File: config.mk
export PLATFORM = sky130hd
export DESIGN_NAME = bus_fifo_slave
export DESIGN_NICKNAME = d
export VERILOG_FILES = /design/src/rtl/bus_fifo_slave.sv
export SDC_FILE = /design/constraint.sdc
export NUM_CORES = 1
export LEC_CHECK = 0
export BUFFER_PORTS_ARGS = -buffer_cell sky130_fd_sc_hd__buf_4
export CAP_MARGIN = 15
export CORE_ASPECT_RATIO = 0.6
export CORE_UTILIZATION = 60
export DETAILED_ROUTE_END_ITERATION = 7
export PLACE_DENSITY = 0.81
export SETUP_SLACK_MARGIN = 0.3
export SKIP_LAST_GASP = 1
export SLEW_MARGIN = 20
export SYNTH_ARGS = -nofsm -noshare
export SYNTH_HDL_FRONTEND = slang
export SYNTH_SLANG_ARGS = --single-unit
File: constraint.sdc
create_clock -name clk -period 5.06 [get_ports clk]
set_clock_uncertainty 0.1 [all_clocks]
set_input_delay 0.759 -clock clk [delete_from_list [all_inputs] [get_ports clk]]
set_output_delay 0.759 -clock clk [all_outputs]
set_load 0.02 [all_outputs]
File: src/rtl/bus_fifo_slave.sv
// Bus slave with TX/RX byte FIFOs, status/control registers and an optional interrupt.
// Define BUS_FIFO_IRQ_EN to store the CTRL interrupt-enable bit and drive irq.
module bus_fifo_slave #(
    parameter int DEPTH = 16,
    parameter int AW    = 4
) (
    input  logic        clk,
    input  logic        rst,
    input  logic        cs_,
    input  logic        asel_,
    input  logic        rw,
    input  logic [29:0] addr,
    input  logic [31:0] wr_data,
    output logic [31:0] rd_data,
    output logic        rdy_,
    input  logic [7:0]  rx_data,
    input  logic        rx_valid,
    output logic [7:0]  tx_data,
    output logic        tx_valid,
    input  logic        tx_ready,
    output logic        irq
);

    localparam logic [AW-1:0] PTR_ONE  = AW'(1);
    localparam logic [AW:0]   CNT_ONE  = (AW+1)'(1);
    localparam logic [AW:0]   CNT_FULL = (AW+1)'(DEPTH);

    typedef enum logic {S_IDLE = 1'b0, S_ACK = 1'b1} state_t;

    state_t         r_state, w_state_next;
    logic [31:0]    r_rd_data;
    logic [7:0]     r_tx_mem [DEPTH];
    logic [7:0]     r_rx_mem [DEPTH];
    logic [AW-1:0]  r_tx_wr_ptr, r_tx_rd_ptr, r_rx_wr_ptr, r_rx_rd_ptr;
    logic [AW:0]    r_tx_count, r_rx_count;
    logic           r_rx_ovf, r_tx_ovf, r_rx_udf;

    logic w_access, w_wr, w_rd, w_ctrl_wr;
    logic w_tx_push_req, w_tx_push, w_tx_pop, w_tx_ovf_evt, w_flush_tx;
    logic w_rx_pop_req, w_rx_pop, w_rx_push, w_rx_ovf_evt, w_rx_udf_evt, w_flush_rx;
    logic w_clr, w_ie;
    logic w_tx_empty, w_tx_full, w_rx_empty, w_rx_full;
    logic [31:0] w_status, w_rd_value;
    logic w_unused;

    assign w_unused = ^{addr[29:2], wr_data[31:8], wr_data[2]};

    always_ff @(posedge clk) begin
        if (rst) r_state <= S_IDLE;
        else     r_state <= w_state_next;
    end

    always_comb begin
        w_state_next = r_state;
        case (r_state)
            S_IDLE:  if (w_access) w_state_next = S_ACK;
            S_ACK:   w_state_next = S_IDLE;
            default: w_state_next = S_IDLE;
        endcase
    end

    assign w_access      = (r_state == S_IDLE) && !cs_ && !asel_;
    assign w_wr          = w_access && !rw;
    assign w_rd          = w_access && rw;
    assign w_ctrl_wr     = w_wr && (addr[1:0] == 2'd2);
    assign w_flush_tx    = w_ctrl_wr && wr_data[0];
    assign w_flush_rx    = w_ctrl_wr && wr_data[1];
    assign w_clr         = w_ctrl_wr && wr_data[3];

    assign w_tx_empty    = (r_tx_count == '0);
    assign w_tx_full     = (r_tx_count == CNT_FULL);
    assign w_rx_empty    = (r_rx_count == '0);
    assign w_rx_full     = (r_rx_count == CNT_FULL);

    // A pop in the same cycle frees a slot, so a full FIFO still accepts the push.
    assign w_tx_push_req = w_wr && (addr[1:0] == 2'd0);
    assign w_tx_pop      = !w_tx_empty && tx_ready;
    assign w_tx_push     = w_tx_push_req && !w_flush_tx && (!w_tx_full || w_tx_pop);
    assign w_tx_ovf_evt  = w_tx_push_req && !w_flush_tx && w_tx_full && !w_tx_pop;

    assign w_rx_pop_req  = w_rd && (addr[1:0] == 2'd0);
    assign w_rx_pop      = w_rx_pop_req && !w_rx_empty;
    assign w_rx_udf_evt  = w_rx_pop_req && w_rx_empty;
    assign w_rx_push     = rx_valid && !w_flush_rx && (!w_rx_full || w_rx_pop);
    assign w_rx_ovf_evt  = rx_valid && !w_flush_rx && w_rx_full && !w_rx_pop;

    always_ff @(posedge clk) begin
        if (w_tx_push) r_tx_mem[r_tx_wr_ptr] <= wr_data[7:0];
        if (w_rx_push) r_rx_mem[r_rx_wr_ptr] <= rx_data;
    end

    always_ff @(posedge clk) begin
        if (rst || w_flush_tx) begin
            r_tx_wr_ptr <= '0;
            r_tx_rd_ptr <= '0;
            r_tx_count  <= '0;
        end else begin
            if (w_tx_push) r_tx_wr_ptr <= r_tx_wr_ptr + PTR_ONE;
            if (w_tx_pop)  r_tx_rd_ptr <= r_tx_rd_ptr + PTR_ONE;
            if (w_tx_push && !w_tx_pop)      r_tx_count <= r_tx_count + CNT_ONE;
            else if (!w_tx_push && w_tx_pop) r_tx_count <= r_tx_count - CNT_ONE;
        end
    end

    always_ff @(posedge clk) begin
        if (rst || w_flush_rx) begin
            r_rx_wr_ptr <= '0;
            r_rx_rd_ptr <= '0;
            r_rx_count  <= '0;
        end else begin
            if (w_rx_push) r_rx_wr_ptr <= r_rx_wr_ptr + PTR_ONE;
            if (w_rx_pop)  r_rx_rd_ptr <= r_rx_rd_ptr + PTR_ONE;
            if (w_rx_push && !w_rx_pop)      r_rx_count <= r_rx_count + CNT_ONE;
            else if (!w_rx_push && w_rx_pop) r_rx_count <= r_rx_count - CNT_ONE;
        end
    end

    // A new error in the clearing cycle still leaves its flag set.
    always_ff @(posedge clk) begin
        if (rst) begin
            r_rx_ovf <= 1'b0;
            r_tx_ovf <= 1'b0;
            r_rx_udf <= 1'b0;
        end else begin
            r_rx_ovf <= (r_rx_ovf && !w_clr) || w_rx_ovf_evt;
            r_tx_ovf <= (r_tx_ovf && !w_clr) || w_tx_ovf_evt;
            r_rx_udf <= (r_rx_udf && !w_clr) || w_rx_udf_evt;
        end
    end

    assign w_status = {9'd0, r_rx_udf, r_tx_ovf, r_rx_ovf,
                       w_tx_full, w_tx_empty, w_rx_full, w_rx_empty,
                       8'(r_tx_count), 8'(r_rx_count)};

    always_comb begin
        w_rd_value = '0;
        case (addr[1:0])
            2'd0:    if (w_rx_pop) w_rd_value = {24'd0, r_rx_mem[r_rx_rd_ptr]};
            2'd1:    w_rd_value = w_status;
            2'd2:    w_rd_value = {29'd0, w_ie, 2'b00};
            default: w_rd_value = '0;
        endcase
    end

    always_ff @(posedge clk) begin
        if (rst)           r_rd_data <= '0;
        else if (w_access) r_rd_data <= rw ? w_rd_value : 32'd0;
    end

    assign rd_data  = (r_state == S_ACK) ? r_rd_data : 32'd0;
    assign rdy_     = (r_state != S_ACK);
    assign tx_valid = !w_tx_empty;
    assign tx_data  = w_tx_empty ? 8'h00 : r_tx_mem[r_tx_rd_ptr];

`ifdef BUS_FIFO_IRQ_EN
    logic r_ie, r_irq;

    always_ff @(posedge clk) begin
        if (rst) begin
            r_ie  <= 1'b0;
            r_irq <= 1'b0;
        end else begin
            if (w_ctrl_wr) r_ie <= wr_data[2];
            r_irq <= r_ie && (!w_rx_empty || r_rx_ovf || r_tx_ovf);
        end
    end

    assign w_ie = r_ie;
    assign irq  = r_irq;
`else
    assign w_ie = 1'b0;
    assign irq  = 1'b0;
`endif

endmodule

==> flow_metrics.env, run 1 <==
export IMPL_status="finished, final reports clean"
export IMPL_dr_total_vias=7181
export IMPL_r2r_end="r_rx_count[4]$_SDFFE_PP0P_"
export IMPL_rsz0062_at_grt="no"
export IMPL_cp_start_kind="flop"
export IMPL_antenna_found_initial=0
export IMPL_cts_setup_buffers=0
export IMPL_synth_top_cell_area_share=0.6011
export IMPL_fin_nets=901
export IMPL_start_util=0.6263
export IMPL_cap_violations=0
export IMPL_cts_resized=0
export IMPL_slowest_stage="or4_1"
export IMPL_static_leakage_power_uw=0.004901
export IMPL_worstSetupPathDepth=10
export IMPL_path_class="flop to flop"
export IMPL_synthesis_area_um2=12790
export IMPL_ir_worst_vdd_v=0.0003065
export IMPL_first_pass_iters=5
export IMPL_cts_hold_buffers=0
export IMPL_synth_seq_cells=314
export IMPL_max_freq_mhz=266.0
export IMPL_worst_r2r_path_depth=10
export IMPL_ios=120
export IMPL_clock_latency_ns=0.55
export IMPL_endpoint_kind="flop"
export IMPL_drt_iter0_markers=1008
export IMPL_portBuffers=54
export IMPL_yosysWarnings=0
export IMPL_final_setup_tns_ns=0
export IMPL_post_dp_cell_area_um2=13430
export IMPL_pre_cts_ws_ns=1.296
export IMPL_synth_most_common_cell="edfxtp_1"
export IMPL_wl_per_cell_um=26.16
export IMPL_hold_class="flop to flop"
export IMPL_dp_final_hpwl_um=17770
export IMPL_setup_violations=0
export IMPL_finalWeightedCongestion=0.8426
export IMPL_crit_fanout=11
export IMPL_worst_path_buf_inv=1
export IMPL_grt_pass1_vias=7326
export IMPL_slew_viol_final=0
export IMPL_setup_worst_path_start="r_rx_count[0]$_SDFFE_PP0P_"
export IMPL_slowest_delay_ns=0.72
export IMPL_row_count=40
export IMPL_hold_violations=0
export IMPL_clock_path_buffers=3
export IMPL_ctsRootBufferMaster="clkbuf_16"
export IMPL_tritoncts="yes"
export IMPL_fin_area_um2=14470
export IMPL_synth_top_cell_by_area="edfxtp_1"
export IMPL_cp_required_ns=5.43
export IMPL_path_clk_slew_ns=0.07
export IMPL_fin_crit_sh=0.7431
export IMPL_dieArea_um2=21920
export IMPL_setup_ws_ns=1.300
export IMPL_r2r_start="r_rx_count[0]$_SDFFE_PP0P_"
export IMPL_hold_depth=1
export IMPL_n_antenna_cell=0
export IMPL_die_h_um=115.1
export IMPL_worstMarginPinSlew_ns=1.090
export IMPL_cts_made_buffers=28
export IMPL_hold_slack_ns=0.3509
export IMPL_syn_to_final_growth_pct=13.17
export IMPL_p_per_area_nw_per_um2=434.3
export IMPL_r2r_slack_ns=1.30
export IMPL_synth_ff_type="edfxtp_1"
export IMPL_h_tree_depth=1
export IMPL_critPathArrivalTime_ns=4.13
export IMPL_clock_sink_count=314
export IMPL_worstPathCellList="or4_1 -> a211oi_2 -> nor2_1 -> ha_1 -> inv_1 -> ha_1 -> a21o_1 -> a21oi_1 -> mux2i_1 -> mux2i_1"
export IMPL_antenna_left=0
export IMPL_coreArea_um2=20420
export IMPL_viasPerCell=6.534
export IMPL_synth_distinct_cells=50
export IMPL_relSlewSlack=0.2721
export IMPL_synth_avg_cell_area_um2=17.10
export IMPL_dieWidth_um=190.5
export IMPL_min_to="r_rd_data[6]$_SDFFE_PP0N_"
export IMPL_hp_start="r_rd_data[6]$_SDFFE_PP0N_"
export IMPL_drive_above_1_share=0.2397
export IMPL_totalWireLength_um=28750
export IMPL_grt_start_max_net_pins=33
export IMPL_synth_edf_count=256
export IMPL_synth_area_top_cells="edfxtp_1 (60%), mux4_2 (11%), dfxtp_1 (9.1%)"
export IMPL_grt_pass1_wl_um=43900
export IMPL_synth_seq_area_share=0.6918
export IMPL_async_reset_ff_frac=0
export IMPL_critical_path_top_delay_family="compound AO/OA/AOI/OAI gates"
export IMPL_grt_total_usage=0.2739
export IMPL_drc_errors=0
export IMPL_syn_instance_count=748
export IMPL_synthTopCellsByCount="edfxtp_1 (256), mux4_2 (64), dfxtp_1 (58), nor2_1 (51), mux2i_1 (40)"
export IMPL_min_period_ns=3.760
export IMPL_overflow=0
placed cells by master (no fill, tap or decap), types with 5 or more instances in the layout:
cell type	instances
buf_4	68
ha_1	18
edfxtp_1	256
nor2b_1	7
o22ai_1	11
xor2_1	8
and3_1	22
clkinv_2	5
dfxtp_1	54
a21oi_1	12
o211ai_1	9
conb_1	13
a21o_1	8
a22oi_1	16
bufinv_16	7
nor3b_1	5
clkbuf_16	28
mux4_2	64
or2_2	10
nand2_1	6
inv_1	13
nor2_1	51
mux2i_1	40
and2_1	21
layer usage:
layer,vias to the layer above,track usage,routed length [µm]
met5,-,0,0
met4,0,0.07467,517
met3,48,0.05617,2770
met2,441,0.4320,13730
met1,3648,0.3953,11740
li1,3044,-,-
flip-flops by register name, summed over array words and instances (netlist names), named ones only:
name / count
r_rd_data: 20
r_tx_wr_ptr: 4
r_rx_wr_ptr: 4
r_state: 1
r_tx_rd_ptr: 4
r_tx_mem: 128
r_rx_count: 5
r_rx_ovf: 1
r_tx_count: 5
r_tx_ovf: 1
r_rx_mem: 128
r_rx_rd_ptr: 4
r_rx_udf: 1
worst max path at each step:
stage	slack [ns]	to
after CTS	1.28	tx_data[2]
after detailed placement	1.30	r_rx_count[4]$_SDFFE_PP0P_
after floorplan	1.49	r_tx_count[4]$_SDFFE_PP0P_
final	1.30	r_rx_count[4]$_SDFFE_PP0P_
after global routing	1.12	r_rx_count[4]$_SDFFE_PP0P_
after global placement	1.36	r_tx_count[4]$_SDFFE_PP0P_
metrics by stage:
step	std cells	power, µW	utilization
CTS	1099	6292	0.7088
global route	1099	6483	0.7088
global placement	1047	3896	0.6575
detailed placement	1047	3946	0.6575
finish	1099	6286	0.7088
floorplan	760	3657	-
power breakdown:
group          switching (µW)  leakage (µW)  internal [µW]
clock                     941      0.000513           1430
combinational             512       0.00161            426
sequential                117       0.00278           2860
total                    1570       0.00490           4720
area by class of cell:
class,count,area [µm²]
timing repair buffer,68,510.5
fill,1232,5946
tap,273,341.6
clock inverter,19,287.8
multi-input combinational,379,3672
sequential,314,8853
inverter,13,48.80
clock buffer,33,759.5
kinds of logic (layout without fill, tap and decap cells):
group / after synthesis / count (layout) / share of synthesized area
flops: 314 / 314 / 0.6918
simple gates: 153 / 153 / 0.06740
mux: 105 / 105 / 0.1449
compound gates: 77 / 77 / 0.04275
buf+inv: 67 / 133 / 0.02455
fa+ha+maj: 20 / 20 / 0.02074
xor+xnor: 11 / 11 / 0.007533
other cells: 1 / 13 / 0.0002932
Note: power is estimated with default switching activity, not from simulation.
==> inputs of run 2 (changes only) <==
ABC_AREA = 1   (was not set)
CORE_UTILIZATION = 53   (was 60)
PLACE_DENSITY = 0.75   (was 0.81)
clock period = 3.38 ns   (was 5.06 ns; I/O delays follow)
==> run 2 against run 1 <==
  * Global-route usage fell by 3.6 points
  * Critical path depth down 2
  * Area after synthesis up 2.1%
  * Non-clock buffer count increased by 39
  * Design area increased by 3.8%
  * Clock power is 42% higher
  * Synthesized cell count increased by 57%
  * Register-to-register slack worse by 0.84 ns
  * Sequential share of layout area is 2.2 points lower
  * Flip-flop and latch count is the same
  * Cell count is 45% higher
  * Critical endpoint is now tx_data[4]
==> flow_metrics.env, run 2 <==
export IMPL_place_inst=1545
export IMPL_synth_top_cell_by_area="edfxtp_1"
export IMPL_finalWeightedCongestion=0.9166
export IMPL_drt_iter0_markers=1050
export IMPL_worst_path_buf_inv=2
export IMPL_cp_start_kind="flop"
export IMPL_dp_final_hpwl_um=19720
export IMPL_cap_violations=0
export IMPL_endpoint_kind="output pin"
export IMPL_synth_distinct_cells=40
export IMPL_slew_viol_final=0
export IMPL_syn_to_final_growth_pct=15.02
export IMPL_first_pass_iters=5
export IMPL_worstMarginPinSlew_ns=1.082
export IMPL_fin_nets=1354
export IMPL_relSlewSlack=0.2778
export IMPL_p_per_area_nw_per_um2=635.1
export IMPL_min_period_ns=2.959
export IMPL_grt_pass1_vias=7947
export IMPL_internal_power_uw=6915
export IMPL_synth_edf_count=256
export IMPL_hold_class="primary input to flop"
export IMPL_n_antenna_cell=0
export IMPL_antenna_left=0
export IMPL_setup_ws_ns=0.4210
export IMPL_ir_worst_vdd_v=0.0004277
export IMPL_wl_per_cell_um=18.97
export IMPL_dr_total_vias=8911
export IMPL_h_tree_depth=1
export IMPL_critPathArrivalTime_ns=2.35
export IMPL_totalWireLength_um=30340
export IMPL_layout_commonest_cell="edfxtp_1"
export IMPL_path_class="flop to output pin"
export IMPL_syn_instance_count=1177
export IMPL_antenna_found_initial=1
export IMPL_worstPathCellList="buf_6 -> o21ai_0 -> nor2_1 -> a21oi_1 -> a21oi_1 -> o21ai_0 -> a21oi_2 -> buf_4"
export IMPL_fillCellCount=1850
export IMPL_fin_crit_sh=0.8754
export IMPL_synth_seq_cells=314
export IMPL_static_leakage_power_uw=0.005557
export IMPL_layout_common_cells="edfxtp_1 (256), nand2_1 (239), nand3_1 (140)"
export IMPL_drive_above_1_share=0.1441
export IMPL_synthTopCellsByCount="edfxtp_1 (256), nand2_1 (239), nand3_1 (140), nor2_1 (130), o21ai_0 (61)"
export IMPL_slowest_delay_ns=0.51
export IMPL_swShare=0.2750
export IMPL_overflow=0
export IMPL_synth_area_top_cells="edfxtp_1 (59%), dfxtp_1 (8.9%), nand2_1 (6.9%)"
export IMPL_dieWidth_um=204.6
export IMPL_r2r_start="r_state$_SDFF_PP0_"
export IMPL_start_util=0.5402
export IMPL_clock_latency_ns=0.54
export IMPL_crit_fanout=27
export IMPL_combPwrFrac=0.188
export IMPL_hold_violations=0
export IMPL_die_h_um=123.6
export IMPL_post_dp_cell_area_um2=13980
export IMPL_cts_made_buffers=28
export IMPL_synth_most_common_cell="edfxtp_1"
export IMPL_synth_top_cell_area_share=0.5888
export IMPL_total_power_uw=9537
export IMPL_critical_path_top_delay_family="compound AO/OA/AOI/OAI gates"
export IMPL_pwr_share_clk=0.353
export IMPL_viasPerCell=5.573
export IMPL_ios=120
export IMPL_portBuffers=54
export IMPL_final_setup_tns_ns=0
export IMPL_async_reset_ff_frac=0
export IMPL_max_freq_mhz=338.0
export IMPL_ctsRootBufferMaster="clkbuf_16"
export IMPL_row_count=44
export IMPL_yosysWarnings=0
export IMPL_synth_avg_cell_area_um2=11.09
export IMPL_clock_sink_count=314
export IMPL_rsz0062_at_grt="yes"
export IMPL_final_cells=1599
export IMPL_slowest_stage="dfxtp_1"
export IMPL_top_regs="r_rx_mem (128), r_tx_mem (128), r_rd_data (20)"
export IMPL_dieArea_um2=25290
export IMPL_synth_seq_area_share=0.6777
export IMPL_synth_ff_type="edfxtp_1"
export IMPL_cp_required_ns=2.77
export IMPL_grt_total_usage=0.2382
export IMPL_path_clk_slew_ns=0.07
export IMPL_status="finished, final reports clean"
export IMPL_fin_area_um2=15020
export IMPL_drc_errors=0
export IMPL_hp_start="wr_data[6]"
export IMPL_grt_start_max_net_pins=69
export IMPL_power_frac_seq=0.459
export IMPL_clock_path_buffers=3
export IMPL_coreArea_um2=24170
export IMPL_tritoncts="yes"
export IMPL_switching_power_uw=2622
export IMPL_grt_pass1_wl_um=45210
export IMPL_synthesis_area_um2=13060
export IMPL_setup_violations=0
export IMPL_pre_cts_ws_ns=0.07117
## run 2: changes by cell type after synthesis, sizes merged, moves of 24 or more
cell,before,now
inv,13,63
o21ai,4,71
nor2,51,136
mux4,64,0
nand2,6,244
nand3,4,142
o221ai,0,24
mux2i,40,0
a21oi,12,53
## run 2: routing by layer
layer / share of wire / global-route usage / up-vias
met1: 0.47 / 0.3837 / 4162
met2: 0.40 / 0.3136 / 455
met5: 0.00049 / 0 / -
met3: 0.12 / 0.06332 / 51
met4: 0.017 / 0.05457 / 2
li1: - / - / 4241
## run 2: path summary, 6_finish.rpt
check                                    end  slack, ns  cells past startpoint
hold reg to reg    r_rd_data[6]$_SDFFE_PP0N_       0.37                      2
hold / removal     r_tx_mem[11][6]$_DFFE_PP_       0.18                      1
setup reg to reg  r_rx_count[4]$_SDFFE_PP0P_       0.46                     17
setup / recovery                  tx_data[4]       0.42                      8
## run 2: layout make-up
class,count,area [µm²],area share
clock inverter,10,127.6,0.008499
clock buffer,40,860.8,0.05732
sequential,314,8853,0.5896
multi-input combinational,743,3695,0.2460
timing repair buffer,107,832.0,0.05541
tap,322,402.9,0.02683
inverter,63,245.2,0.01633
## run 2: repair_timing
item / in CTS / in global routing
endpoints found under the setup margin: 0 / 10
resized for setup: 0 / 9
endpoints found under the hold margin: 0 / 0
hold buffers: 0 / 0
setup buffers: 0 / 4
## run 2: kinds of logic after synthesis
group,count (synthesis),share of synthesized area
AOI/OAI and AO/OA,169,0.07532
xor gates and xnor gates,9,0.006038
adders and majority gates,20,0.02032
buffers and inverters,132,0.04341
DFF,314,0.6777
other,1,0.0002872
and+or+nand+nor,532,0.1769
## run 2: metrics by stage
stage,hold slack [ns],utilization
after global placement,0.3558,0.5783
final,0.1768,0.6214
after global routing,0.1687,0.6214
after floorplan,0.3392,-
after detailed placement,0.3624,0.5783
after CTS,0.1601,0.6192
## run 2: power groups by stage
stage	sequential (µW)	clock [µW]	combinational, µW
after floorplan	4430	0	1130
after global placement	4450	0	1660
after detailed placement	4450	0	1710
after CTS	4370	3410	1720
after global routing	4390	3570	1950
final	4380	3360	1790
